===== config.mk =====
export PLATFORM = sky130hd
export DESIGN_NAME = pmem_arbiter
export DESIGN_NICKNAME = d
export VERILOG_FILES = /design/src/rtl/pmem_arbiter.sv
export SDC_FILE = /design/constraint.sdc
export NUM_CORES = 1
export LEC_CHECK = 0
export CORE_AREA = 2 2 540 542
export CTS_CLUSTER_SIZE = 8
export DETAILED_ROUTE_END_ITERATION = 8
export DIE_AREA = 0 0 542 544
export GPL_TIMING_DRIVEN = 0
export MAX_ROUTING_LAYER = met4
export SLEW_MARGIN = 25
export SYNTH_ARGS = -nofsm -noshare
export SYNTH_HDL_FRONTEND = slang
export SYNTH_SLANG_ARGS = --single-unit

===== constraint.sdc =====
create_clock -name clk -period 1.8 [get_ports clk]
set_clock_uncertainty 0.05 [all_clocks]
set_input_delay 0.36 -clock clk [delete_from_list [all_inputs] [get_ports clk]]
set_output_delay 0.36 -clock clk [all_outputs]
set_load 0.02 [all_outputs]

===== src/rtl/pmem_arbiter.sv =====
// Shares one physical-memory line port between the I-cache and the D-cache.
// Optional tie-break: define PMEM_ARB_ROUND_ROBIN_EN for round robin, else D wins.
module pmem_arbiter #(
  parameter int s_offset = 5,
  parameter int s_line   = 256
) (
  input  logic              clk,
  input  logic              rst,
  input  logic              i_pmem_read,
  input  logic [31:0]       i_pmem_address,
  output logic [s_line-1:0] i_pmem_rdata,
  output logic              i_pmem_resp,
  input  logic              d_pmem_read,
  input  logic              d_pmem_write,
  input  logic [31:0]       d_pmem_address,
  input  logic [s_line-1:0] d_pmem_wdata,
  output logic [s_line-1:0] d_pmem_rdata,
  output logic              d_pmem_resp,
  output logic              pmem_read,
  output logic              pmem_write,
  output logic [31:0]       pmem_address,
  output logic [s_line-1:0] pmem_wdata,
  input  logic [s_line-1:0] pmem_rdata,
  input  logic              pmem_resp
);

  localparam logic [31:0] line_mask =
    ~((32'd1 << s_offset) - 32'd1);

  typedef enum logic [1:0] {
    IDLE    = 2'd0,
    SERVE_I = 2'd1,
    SERVE_D = 2'd2
  } state_t;

  state_t state_q, state_d;

  logic              d_req;
  logic              i_req;
  logic              tie_to_d;
  logic              grant_d;
  logic              grant_i;
  logic              wr_q;
  logic [31:0]       addr_q;
  logic [s_line-1:0] wdata_q;

  assign d_req = d_pmem_read | d_pmem_write;
  assign i_req = i_pmem_read;

`ifdef PMEM_ARB_ROUND_ROBIN_EN
  // 1 = the D-cache owned the previous transaction
  logic last_d_q;

  assign tie_to_d = ~last_d_q;

  always_ff @(posedge clk or negedge rst) begin
    if (!rst) begin
      last_d_q <= 1'b0;
    end else if (grant_d) begin
      last_d_q <= 1'b1;
    end else if (grant_i) begin
      last_d_q <= 1'b0;
    end
  end
`else
  assign tie_to_d = 1'b1;
`endif

  assign grant_d = (state_q == IDLE) & d_req &
                   (~i_req | tie_to_d);
  assign grant_i = (state_q == IDLE) & i_req &
                   ~grant_d;

  always_ff @(posedge clk or negedge rst) begin
    if (!rst) begin
      state_q <= IDLE;
    end else begin
      state_q <= state_d;
    end
  end

  always_comb begin
    state_d      = state_q;
    pmem_read    = 1'b0;
    pmem_write   = 1'b0;
    i_pmem_resp  = 1'b0;
    d_pmem_resp  = 1'b0;
    unique case (state_q)
      IDLE: begin
        if (grant_d) begin
          state_d = SERVE_D;
        end else if (grant_i) begin
          state_d = SERVE_I;
        end
      end
      SERVE_I: begin
        pmem_read   = 1'b1;
        i_pmem_resp = pmem_resp;
        if (pmem_resp) begin
          state_d = IDLE;
        end
      end
      SERVE_D: begin
        pmem_read   = ~wr_q;
        pmem_write  = wr_q;
        d_pmem_resp = pmem_resp;
        if (pmem_resp) begin
          state_d = IDLE;
        end
      end
      default: begin
        state_d = IDLE;
      end
    endcase
  end

  // Request fields are captured once at grant and held for the whole transaction
  always_ff @(posedge clk or negedge rst) begin
    if (!rst) begin
      addr_q  <= '0;
      wdata_q <= '0;
      wr_q    <= 1'b0;
    end else if (grant_d) begin
      addr_q  <= d_pmem_address & line_mask;
      wdata_q <= d_pmem_wdata;
      wr_q    <= d_pmem_write;
    end else if (grant_i) begin
      addr_q  <= i_pmem_address & line_mask;
    end
  end

  assign pmem_address = addr_q;
  assign pmem_wdata   = wdata_q;
  assign i_pmem_rdata = pmem_rdata;
  assign d_pmem_rdata = pmem_rdata;

endmodule

Yosys cells after proc, flatten, opt, wreduce, memory -nomap -nowiden. Cells that the tools add are included.

Equal/unequal tests: 4. Multiplexer cells: 10. Bitwise operators: 6. Reduce and logical (&&, ||, !) cells: 4.

Operators by type and width (number): two-way mux 32 bit (2); two-way mux 2 bit (3); case mux 2 bit (2 select lines) (1); bitwise AND 1 bit (3); two-way mux 1 bit (3); != test 3 bit (second input constant) (1); == test 2 x 1 -> 1 bit (second input constant) (1); == test 2 bit (second input constant) (1); zero test 2 bit (1); != test 2 x 1 -> 1 bit (second input constant) (1); inverter 1 bit (2); case mux 1 bit (2 select lines) (1); AND reduction 2 bit (1); nonzero test 2 bit (1); OR reduction 2 bit (1); OR 1 bit (1).

Flip-flop bits (word level): 291. Input bits: 582. Output and inout port bits: 804. Word-level logic and storage cells: 28.

Depth between registers and ports, before layout. Gate-level depths: netlist of the first run.

Word-level depth: 7. Mapped depth: 8. Gate-level depth less buffers: 5.

Worst setup path before layout of the first run. OpenSTA, ideal clock, no wires.

Path type: register to register. From: reg state_q[1]. To: reg wdata_q[146] (netlist: pmem_wdata[146]). Arrival: 1.485 ns. Setup slack: 0.140 ns. Stages on the path, launching flop included: 8. Period minus slack after synthesis: 1.660 ns. Cells stage by stage: dfrtp_1 > inv_1 > ha_1 > buf_2 > o21ai_4 > buf_8 > buf_6 > mux2_2.

Longest elaborated chain between the ends: 2.

Ends and longest elaborated chain: start: declaration (RTL line 36) `state_t state_q, state_d;`; start signal: assignment (RTL line 78) `state_q <= state_d;`; zero test 2 bit (RTL line 69) `assign grant_d = (state_q == IDLE) & d_req &`; bitwise AND 1 bit (RTL line 69); end signal: assignment (RTL line 125) `wdata_q <= d_pmem_wdata;`; end: declaration (RTL line 45) `logic [s_line-1:0] wdata_q;`.

No other way between the ends. A chain may end at the register's enable or synchronous reset.

Worst setup path after layout of the first run.
From: reg state_q[0]. To: out pmem_read.

Longest elaborated chain between the ends: 2. Elaborated cells between the ends (all ways): 3. Those cells by class: eq/ne: 2; mux: 1.

Ends and longest elaborated chain: == test 2 bit or == test 2 x 1 -> 1 bit (tied branches) (RTL line 88) `unique case (state_q)`; case mux 1 bit (2 select lines) (*) (RTL line 88); end: declaration (RTL line 19) `output logic pmem_read,`.

Every way passes the cells marked *; elsewhere a longest branch is shown, timed or not.

==> results of run 1 <==
[state kept, by name, summed over array words and instances, names as in the netlist]
register and flops:
pmem_wdata 256, state_q 2, wr_q 1, pmem_address 27
[layer usage]
metal | routed length [um] | vias up | GRT usage
met2 | 76300 | 1250 | 0.174
met3 | 25400 | 330 | 0.0704
met5 | 0 | - | -
met4 | 3890 | 0 | 0.0200
li1 | - | 6055 | -
met1 | 75300 | 6964 | 0.140
[path summary, 6_finish.rpt]
path	slack (ns)	end
max	-0.38	pmem_read
min	0.09	pmem_wdata[161]$_DFFE_PN0N_
max reg2reg	-0.19	pmem_wdata[108]$_DFFE_PN0N_
min reg2reg	0.45	pmem_wdata[102]$_DFFE_PN0N_
max in group asynchronous	0.27	pmem_address[17]$_DFFE_PN0P_
min in group clk	0.22	pmem_wdata[112]$_DFFE_PN0N_
[where the power goes]
part / switching (mW) / internal [mW] / leakage, nW
sequential: 2.57 / 9.82 / 3.31
clock: 4.14 / 6.43 / 0.814
combinational: 19.0 / 16.8 / 10.8
[critical path, stage by stage (launching register included)]
cell,delay [ns]
sky130_fd_sc_hd__dfrtp_1,0.40
sky130_fd_sc_hd__inv_2,0.12
sky130_fd_sc_hd__ha_4,0.15
sky130_fd_sc_hd__nor2b_4,0.12
sky130_fd_sc_hd__o21a_1,0.14
sky130_fd_sc_hd__buf_6,0.14
[final cells by class]
| class | instances | area, um2 |
|---|---|---|
| antenna | 16 | 40.0 |
| buffer | 554 | 4470 |
| clock buffer | 69 | 1420 |
| clock inverter | 15 | 289 |
| fill | 32800 | 254000 |
| inverter | 2 | 7.51 |
| multi-input combinational | 363 | 4510 |
| sequential | 286 | 7170 |
| tap | 3800 | 4750 |
| timing repair buffer | 1214 | 12400 |
[through the flow]
stage	instances	util	setup WS, ns	hold WS [ns]
after floorplan	1209	-	0.140	0.0144
after global placement	6123	0.109	-15.16	0.428
after detailed placement	6127	0.109	-1.05	0.221
after CTS	6265	0.116	-0.470	0.0134
after global routing	6316	0.121	-0.502	0.0562
final	6319	0.121	-0.376	0.0924
[timing repair]
item,CTS,global route
pin swaps,1,3
setup endpoints to repair,549,334
hold buffers,2,0
cloned,3,27
buffers inserted,50,15
gates resized for setup,1775,152
endpoints found under the hold margin,68,0
[kinds of logic (layout without fill, tap and decap cells)]
| logic type | count (synthesis) | count (layout) | synth area share |
|---|---|---|---|
| other | 1 | 21 | 0.000240 |
| flip-flops | 286 | 286 | 0.459 |
| adder cells (fa/ha/maj) | 3 | 3 | 0.00241 |
| buffers and inverters | 560 | 1854 | 0.279 |
| AO/OA/AOI/OAI | 61 | 61 | 0.0312 |
| AND/OR/NAND/NOR | 38 | 38 | 0.0104 |
| multiplexers | 256 | 256 | 0.218 |
[layout by cell type, fill, tap and decap left out, types with 16 or more instances in the layout]
master and instances:
sky130_fd_sc_hd__mux2_4 235, sky130_fd_sc_hd__nor2_1 28, sky130_fd_sc_hd__dfrtp_1 277, sky130_fd_sc_hd__buf_4 664, sky130_fd_sc_hd__clkdlybuf4s50_1 821, sky130_fd_sc_hd__mux2_2 21
sky130_fd_sc_hd__diode_2 16, sky130_fd_sc_hd__buf_8 42, sky130_fd_sc_hd__clkbuf_16 79, sky130_fd_sc_hd__buf_6 75, sky130_fd_sc_hd__o22ai_2 20, sky130_fd_sc_hd__a21oi_1 29
sky130_fd_sc_hd__buf_2 79, sky130_fd_sc_hd__buf_12 37
==> run summary, run 1 <==
The flow ran to the end, but the final reports show violations. The checks that failed: negative setup slack. Measured along the y axis, the die boundary spans 544 um.

Clock latency on the worst-skew pair, taken at its later pin, is 0.69 ns. The number of hold violations in the final report is 0. The total iterations of the first detailed-routing run came out at 4. Summed over all failing endpoints, the final setup total negative slack is -24.27 ns. The detailed router's first-iteration violation count came out at 476. The CTS sink count is 286.

The estimated wirelength of the detail-placed design is 161,000 um. In this run the power density over the cells is about 1700 nW/um2. The worst setup path is launched from a register.

The portion of the post-synthesis area used by sequential elements came out at 0.459. The number of buffers added on ports came out at 1,114. The path depth of the worst reg2reg path came out at 8. The portion of synthesized cell area occupied by the leading cell type came out at 0.459. Setup repair after global routing could not meet its margin everywhere. The tightest slew margin relative to the limit is 0.465.

In this run the critical register-to-register path is launched from state_q[1]$_DFFE_PN0P_. The worst setup slack after layout came out at -0.376 ns. The site row count came out at between 150 and 200. Dividing the detail-routed via count by the number of cells gives around 2.3. The number of buffers created by CTS came out at 51. The die covers 295,000 um2. TritonCTS built the clock tree. At the pin with the least slew margin, the transition time is 0.801 ns.

After detailed routing, the number of remaining DRC violations is 0. The die width is 542 um. The final setup violation count is 235. The first global-routing pass estimated roughly 210,000 um of wire.

For this run, the number of Yosys warnings is 0. The floorplan core area is 289,000 um2. The final period demand of the worst path is 2.18 ns. The highest attainable clock frequency came out at 0.459 GHz.

Entering global routing, the biggest net connects 83 pins. The post-synthesis area per instance came out at 13.0 um2. The area growth from synthesis to layout is 125%. The number of global-route vias before repair was 14,900. The required time at the worst-slack endpoint is 1.39 ns. The number of maximum-capacitance constraint violations came out at 0. The critical path is of the register to output pin type. The residual overflow from global routing is 0. The final routed wire length divided by cell count is between 20 and 30 um. In the final layout, the share of cells above drive strength 1 is 0.521. The total vias in the final route came out at roughly 15,000. The cell area after layout is roughly 35,000 um2.

The sum of internal, switching and leakage power is about 60 mW. The final weighted congestion in routability-driven placement is 0.975. IR analysis of the VDD net gives a maximum drop of 0.000692 V. Summing every instance area after synthesis gives 15,600 um2. The number of different library cells used by synthesis comes to 26.

The cell taking the most area after synthesis is sky130_fd_sc_hd__dfrtp_1. The clock passes through at most 3 buffers. By count the netlist is led by 518 x sky130_fd_sc_hd__buf_4, 286 x sky130_fd_sc_hd__dfrtp_1, 140 x sky130_fd_sc_hd__mux2_4, 96 x sky130_fd_sc_hd__mux2_2, 29 x sky130_fd_sc_hd__a21oi_1. The path class of the tightest hold or removal check is input pin to async pin. The tree is rooted in a sky130_fd_sc_hd__clkbuf_16.

The most used flip-flop cell after synthesis is sky130_fd_sc_hd__dfrtp_1. The number of I/O pins came out at approximately 1,400. The critical path data arrival time is 1.77 ns. Among all cell types in the netlist, the one instantiated most often is sky130_fd_sc_hd__buf_4. The final max-slew violation count came out at 0.

Dividing the final minimum period by the clock period gives 1.21. The fraction of registers with async set/reset is 1.00. The post-detailed-placement cell area is 31,600 um2. The number of synthesized flops with an enable pin is 0. The flip-flop and latch count after synthesis came out at approximately 290. In the global route stage, overall resource usage came out at 0.118. The number of antenna violations at the first check in global routing came to 144.

The worst setup path is captured at an output pin. Ranked by total cell area, the synthesized netlist is headed by sky130_fd_sc_hd__dfrtp_1 46%, sky130_fd_sc_hd__buf_4 25%, sky130_fd_sc_hd__mux2_4 13%. The routed wire length is 181,000 um.

For this configuration, the core starts out at a cell density of 0.0539. The total number of nets in the final design is 3,057. In this run the remaining antenna-violating nets after routing total 0.

The number of instances in the synthesized netlist is 1,205. Tracing the worst setup path back leads to its startpoint at state_q[0]$_DFFE_PN0P_. The total leakage power came out at between 10 and 15 nW. The critical-path maximum fanout is 3. The maximum level of the CTS H-tree came out at 2. The clock transition time at the flip-flop clock pins of the worst setup and hold paths is 0.06 ns.
Power figures use the tool's default switching activity.
==> run 2, diff against run 1 <==
--- a/config.mk
+++ b/config.mk
@@ -9,7 +9,6 @@
 export CTS_CLUSTER_SIZE = 8
 export DETAILED_ROUTE_END_ITERATION = 8
 export DIE_AREA = 0 0 542 544
-export GPL_TIMING_DRIVEN = 0
 export MAX_ROUTING_LAYER = met4
 export SLEW_MARGIN = 25
 export SYNTH_ARGS = -nofsm -noshare
==> run summary, run 2 (synthesized netlist as in run 1, its figures left out) <==
The wire length of the first global-routing pass is 196,000 um (was 208,000 um). The worst stage delay on the critical path is 0.37 ns (was 0.40 ns). The maximum buffer depth of the clock tree is 3 (unchanged).

The final period demand of the worst path came out at 2.22 ns (was 2.18 ns). The power density over cell area is 2060 nW/um2 (was 1670 nW/um2). The die width came out at 542 um (unchanged). The number of hold violations in the final report came out at 0 (unchanged). The total leakage power came to 10.0 nW (was 14.9 nW). The required time at the worst-slack endpoint came out at 1.39 ns (about the same).

Result of the run: finished with violations (unchanged). Violations in the final reports: negative setup slack (unchanged). The final routed wire length divided by cell count came out at 32.6 um (was 28.6 um). The critical path data arrival time is 1.81 ns (was 1.77 ns). The routed wire length is 172,000 um (was 181,000 um). The floorplan core area is 289,000 um2 (unchanged). The clock tree from TritonCTS was built (unchanged). The flip-flop count of the largest register, all copies and words added came out at 256 (unchanged). The site row count was 198 (unchanged). The detailed router's first-iteration violation count is 422 (was 476). The highest attainable clock frequency is 0.451 GHz (was 0.459 GHz).

The area of the die was 295,000 um2 (unchanged). The residual overflow from global routing is 0 (unchanged). The total iterations of the first detailed-routing run is 6 (was 4).

The maximum level of the CTS H-tree is 2 (unchanged). The pin count of the biggest net entering global routing is 67 (was 83). The starting density of the core came out at 0.0539 (unchanged).

Commonest cells after routing, fill and taps aside: 314 x sky130_fd_sc_hd__clkdlybuf4s50_1, 285 x sky130_fd_sc_hd__dfrtp_1, 252 x sky130_fd_sc_hd__mux2_4 (was 821 x sky130_fd_sc_hd__clkdlybuf4s50_1, 664 x sky130_fd_sc_hd__buf_4, 277 x sky130_fd_sc_hd__dfrtp_1). The start point of the worst hold path is d_pmem_wdata[183]. The number of buffers created by CTS was 49 (was 51).

The post-detailed-route DRC marker count was 0 (unchanged). The estimated wirelength of the detail-placed design came out at 153,000 um (was 161,000 um). The post-placement cell count is 5,107 (was 6,127). The total global routing track utilization is 0.115 (was 0.118).

The final setup violation count was 232 (was 235). The die span in y came out at 544 um (unchanged). The number of antenna violations at the first check in global routing is 193 (was 144). The number of I/O pins is 1,386 (unchanged). The worst min-delay path class is input pin to register (was input pin to async pin). The start-to-end type of the worst setup path is register to output pin (unchanged). The pre-CTS setup slack came out at -0.585 ns (was -1.05 ns). The worst setup slack after layout is -0.419 ns (was -0.376 ns). The final weighted congestion in routability-driven placement is 0.716 (was 0.975). The cell with the biggest individual delay on the critical path was sky130_fd_sc_hd__dfrtp_1 (unchanged). Cell chain of the critical path: inv_2 > buf_6 > ha_4 > buf_4 > and2_4 > buf_12 (was inv_2 > ha_4 > nor2b_4 > o21a_1 > buf_6).

The number of global-route vias before repair came out at 11,000 (was 14,900). The total number of nets in the final design came out at 1,995 (was 3,057). The slew at the pin with the worst max-slew slack is 0.641 ns (was 0.801 ns).

The startpoint of the worst-slack reg-to-reg timing path is state_q[0]$_DFFE_PN0P_ (was state_q[1]$_DFFE_PN0P_). The fraction of layout cells with a size suffix above 1 is 0.523 (was 0.521). The number of buffers added on ports is 602 (was 1,114). The total vias in the final route came out at 10,800 (was 14,600). The number of nets with antenna violations after routing is 0 (unchanged). The type of element launching the critical path is a register (unchanged). RSZ-0062 raised after global routing: true (unchanged).

The number of maximum-capacitance constraint violations is 0 (unchanged). The buffers plus inverters on the worst setup path came out at 4 (was 2). The CTS sink count came out at 286 (unchanged). The tightest slew margin relative to the limit came out at 0.571 (was 0.465). The final max-slew violation count came to 0 (unchanged).

The most common library cell in the layout ignoring fill and taps was sky130_fd_sc_hd__clkdlybuf4s50_1 (unchanged). The element type at the critical path end is an output pin (unchanged). The clock transition time at the flip-flop clock pins of the worst setup and hold paths came to 0.06 ns (about the same). The cell type group with the largest total delay on the critical path is buffers and inverters (was flip-flops).

The critical-path maximum fanout came to 2 (was 3). The maximum VDD drop is 0.000695 V (was 0.000692 V). The worst reg2reg path endpoint is pmem_wdata[223]$_DFFE_PN0N_ (was pmem_wdata[108]$_DFFE_PN0N_). The period utilization is 1.23 (was 1.21).

For hold timing, the worst endpoint is pmem_wdata[183]$_DFFE_PN0N_. The area growth from synthesis to layout was 62.6% (was 125%). The later-pin clock latency in the skew report was 0.68 ns (was 0.69 ns). The detailed-route vias per instance came to 2.04 (was 2.31). The post-layout instance count excluding filler cells came out at 5,284 (was 6,319). The path depth of the worst reg2reg path came out at 10 (was 8). The clock root buffer master is sky130_fd_sc_hd__clkbuf_16 (unchanged).

The worst hold path depth came out at 2. The setup slack on the worst flop-to-flop path is -0.23 ns (was -0.19 ns).
==> run 2: changes by cell type in the layout (fill, tap and decap cells not counted), moves of 5 or more <==
cell	before	now
sky130_fd_sc_hd__buf_2	79	65
sky130_fd_sc_hd__buf_4	664	183
sky130_fd_sc_hd__buf_6	75	69
sky130_fd_sc_hd__buf_8	42	11
sky130_fd_sc_hd__clkbuf_1	15	5
sky130_fd_sc_hd__clkbuf_16	79	55
sky130_fd_sc_hd__clkdlybuf4s50_1	821	314
sky130_fd_sc_hd__clkinv_2	2	7
sky130_fd_sc_hd__dfrtp_1	277	285
sky130_fd_sc_hd__dfrtp_2	9	1
sky130_fd_sc_hd__diode_2	16	47
sky130_fd_sc_hd__dlymetal6s2s_1	5	0
sky130_fd_sc_hd__mux2_2	21	2
sky130_fd_sc_hd__mux2_4	235	252
==> run 2: final cells by class <==
class | instances | area [um2]
tap | 3800 | 4750
sequential | 286 | 7160
fill | 33300 | 264000
timing repair buffer | 708 | 7170
antenna | 47 | 118
inverter | 2 | 7.51
clock buffer | 63 | 1370
multi-input combinational | 363 | 4590
clock inverter | 15 | 206
==> run 2: worst max path at each step <==
stage / startpoint / end / slack [ns] / depth (start not counted)
6_report: state_q[0]$_DFFE_PN0P_ / d_pmem_resp / -0.42 / 6
5_1_grt: state_q[0]$_DFFE_PN0P_ / pmem_read / -0.52 / 6
4_1_cts: state_q[1]$_DFFE_PN0P_ / pmem_read / -0.51 / 5
3_5_place_dp: d_pmem_write / pmem_wdata[179]$_DFFE_PN0N_ / -0.59 / 5
3_3_place_gp: d_pmem_write / pmem_wdata[179]$_DFFE_PN0N_ / -0.60 / 5
2_1_floorplan: state_q[1]$_DFFE_PN0P_ / pmem_wdata[146]$_DFFE_PN0N_ / 0.14 / 7
==> run 2: through the flow <==
| step | power, mW | utilization | hold slack [ns] | area, um2 | setup TNS (ns) |
|---|---|---|---|---|---|
| final | 52.3 | 0.0877 | 0.207 | 25400 | -25.44 |
| after floorplan | 24.9 | - | 0.0144 | 15600 | 0 |
| after global routing | 55.6 | 0.0874 | 0.144 | 25300 | -37.43 |
| after CTS | 52.1 | 0.0855 | 0.101 | 24700 | -19.05 |
| after global placement | 38.5 | 0.0768 | 0.196 | 22200 | -119.33 |
| after detailed placement | 38.8 | 0.0768 | 0.194 | 22200 | -112.18 |
==> run 2: repair_timing <==
action                                 CTS  global route
gates cloned                            17             7
setup endpoints to repair              358           279
buffers inserted                        28            20
hold buffers                             2             0
endpoints found under the hold margin  286             0
gates resized for setup                519           147
pin swaps                                2             4
==> run 2: layer usage <==
metal,GRT usage,vias to the layer above,wire [um]
li1,-,3967,-
met1,0.105,4881,54800
met2,0.158,1311,67600
met3,0.121,618,41600
met4,0.0385,0,8030
met5,-,-,0
==> run 2: where the power goes <==
part           switching (mW)  internal [mW]
combinational            16.7           13.9
sequential               2.29           9.80
clock                    3.89           5.73
==> run 3, diff against run 2 <==
--- a/config.mk
+++ b/config.mk
@@ -9,6 +9,7 @@
 export CTS_CLUSTER_SIZE = 8
 export DETAILED_ROUTE_END_ITERATION = 8
 export DIE_AREA = 0 0 542 544
+export HOLD_SLACK_MARGIN = 0.1
 export MAX_ROUTING_LAYER = met4
 export SLEW_MARGIN = 25
 export SYNTH_ARGS = -nofsm -noshare
==> results of run 3 <==
No change in the layout: final DEF, timing and power equal those of run 2.
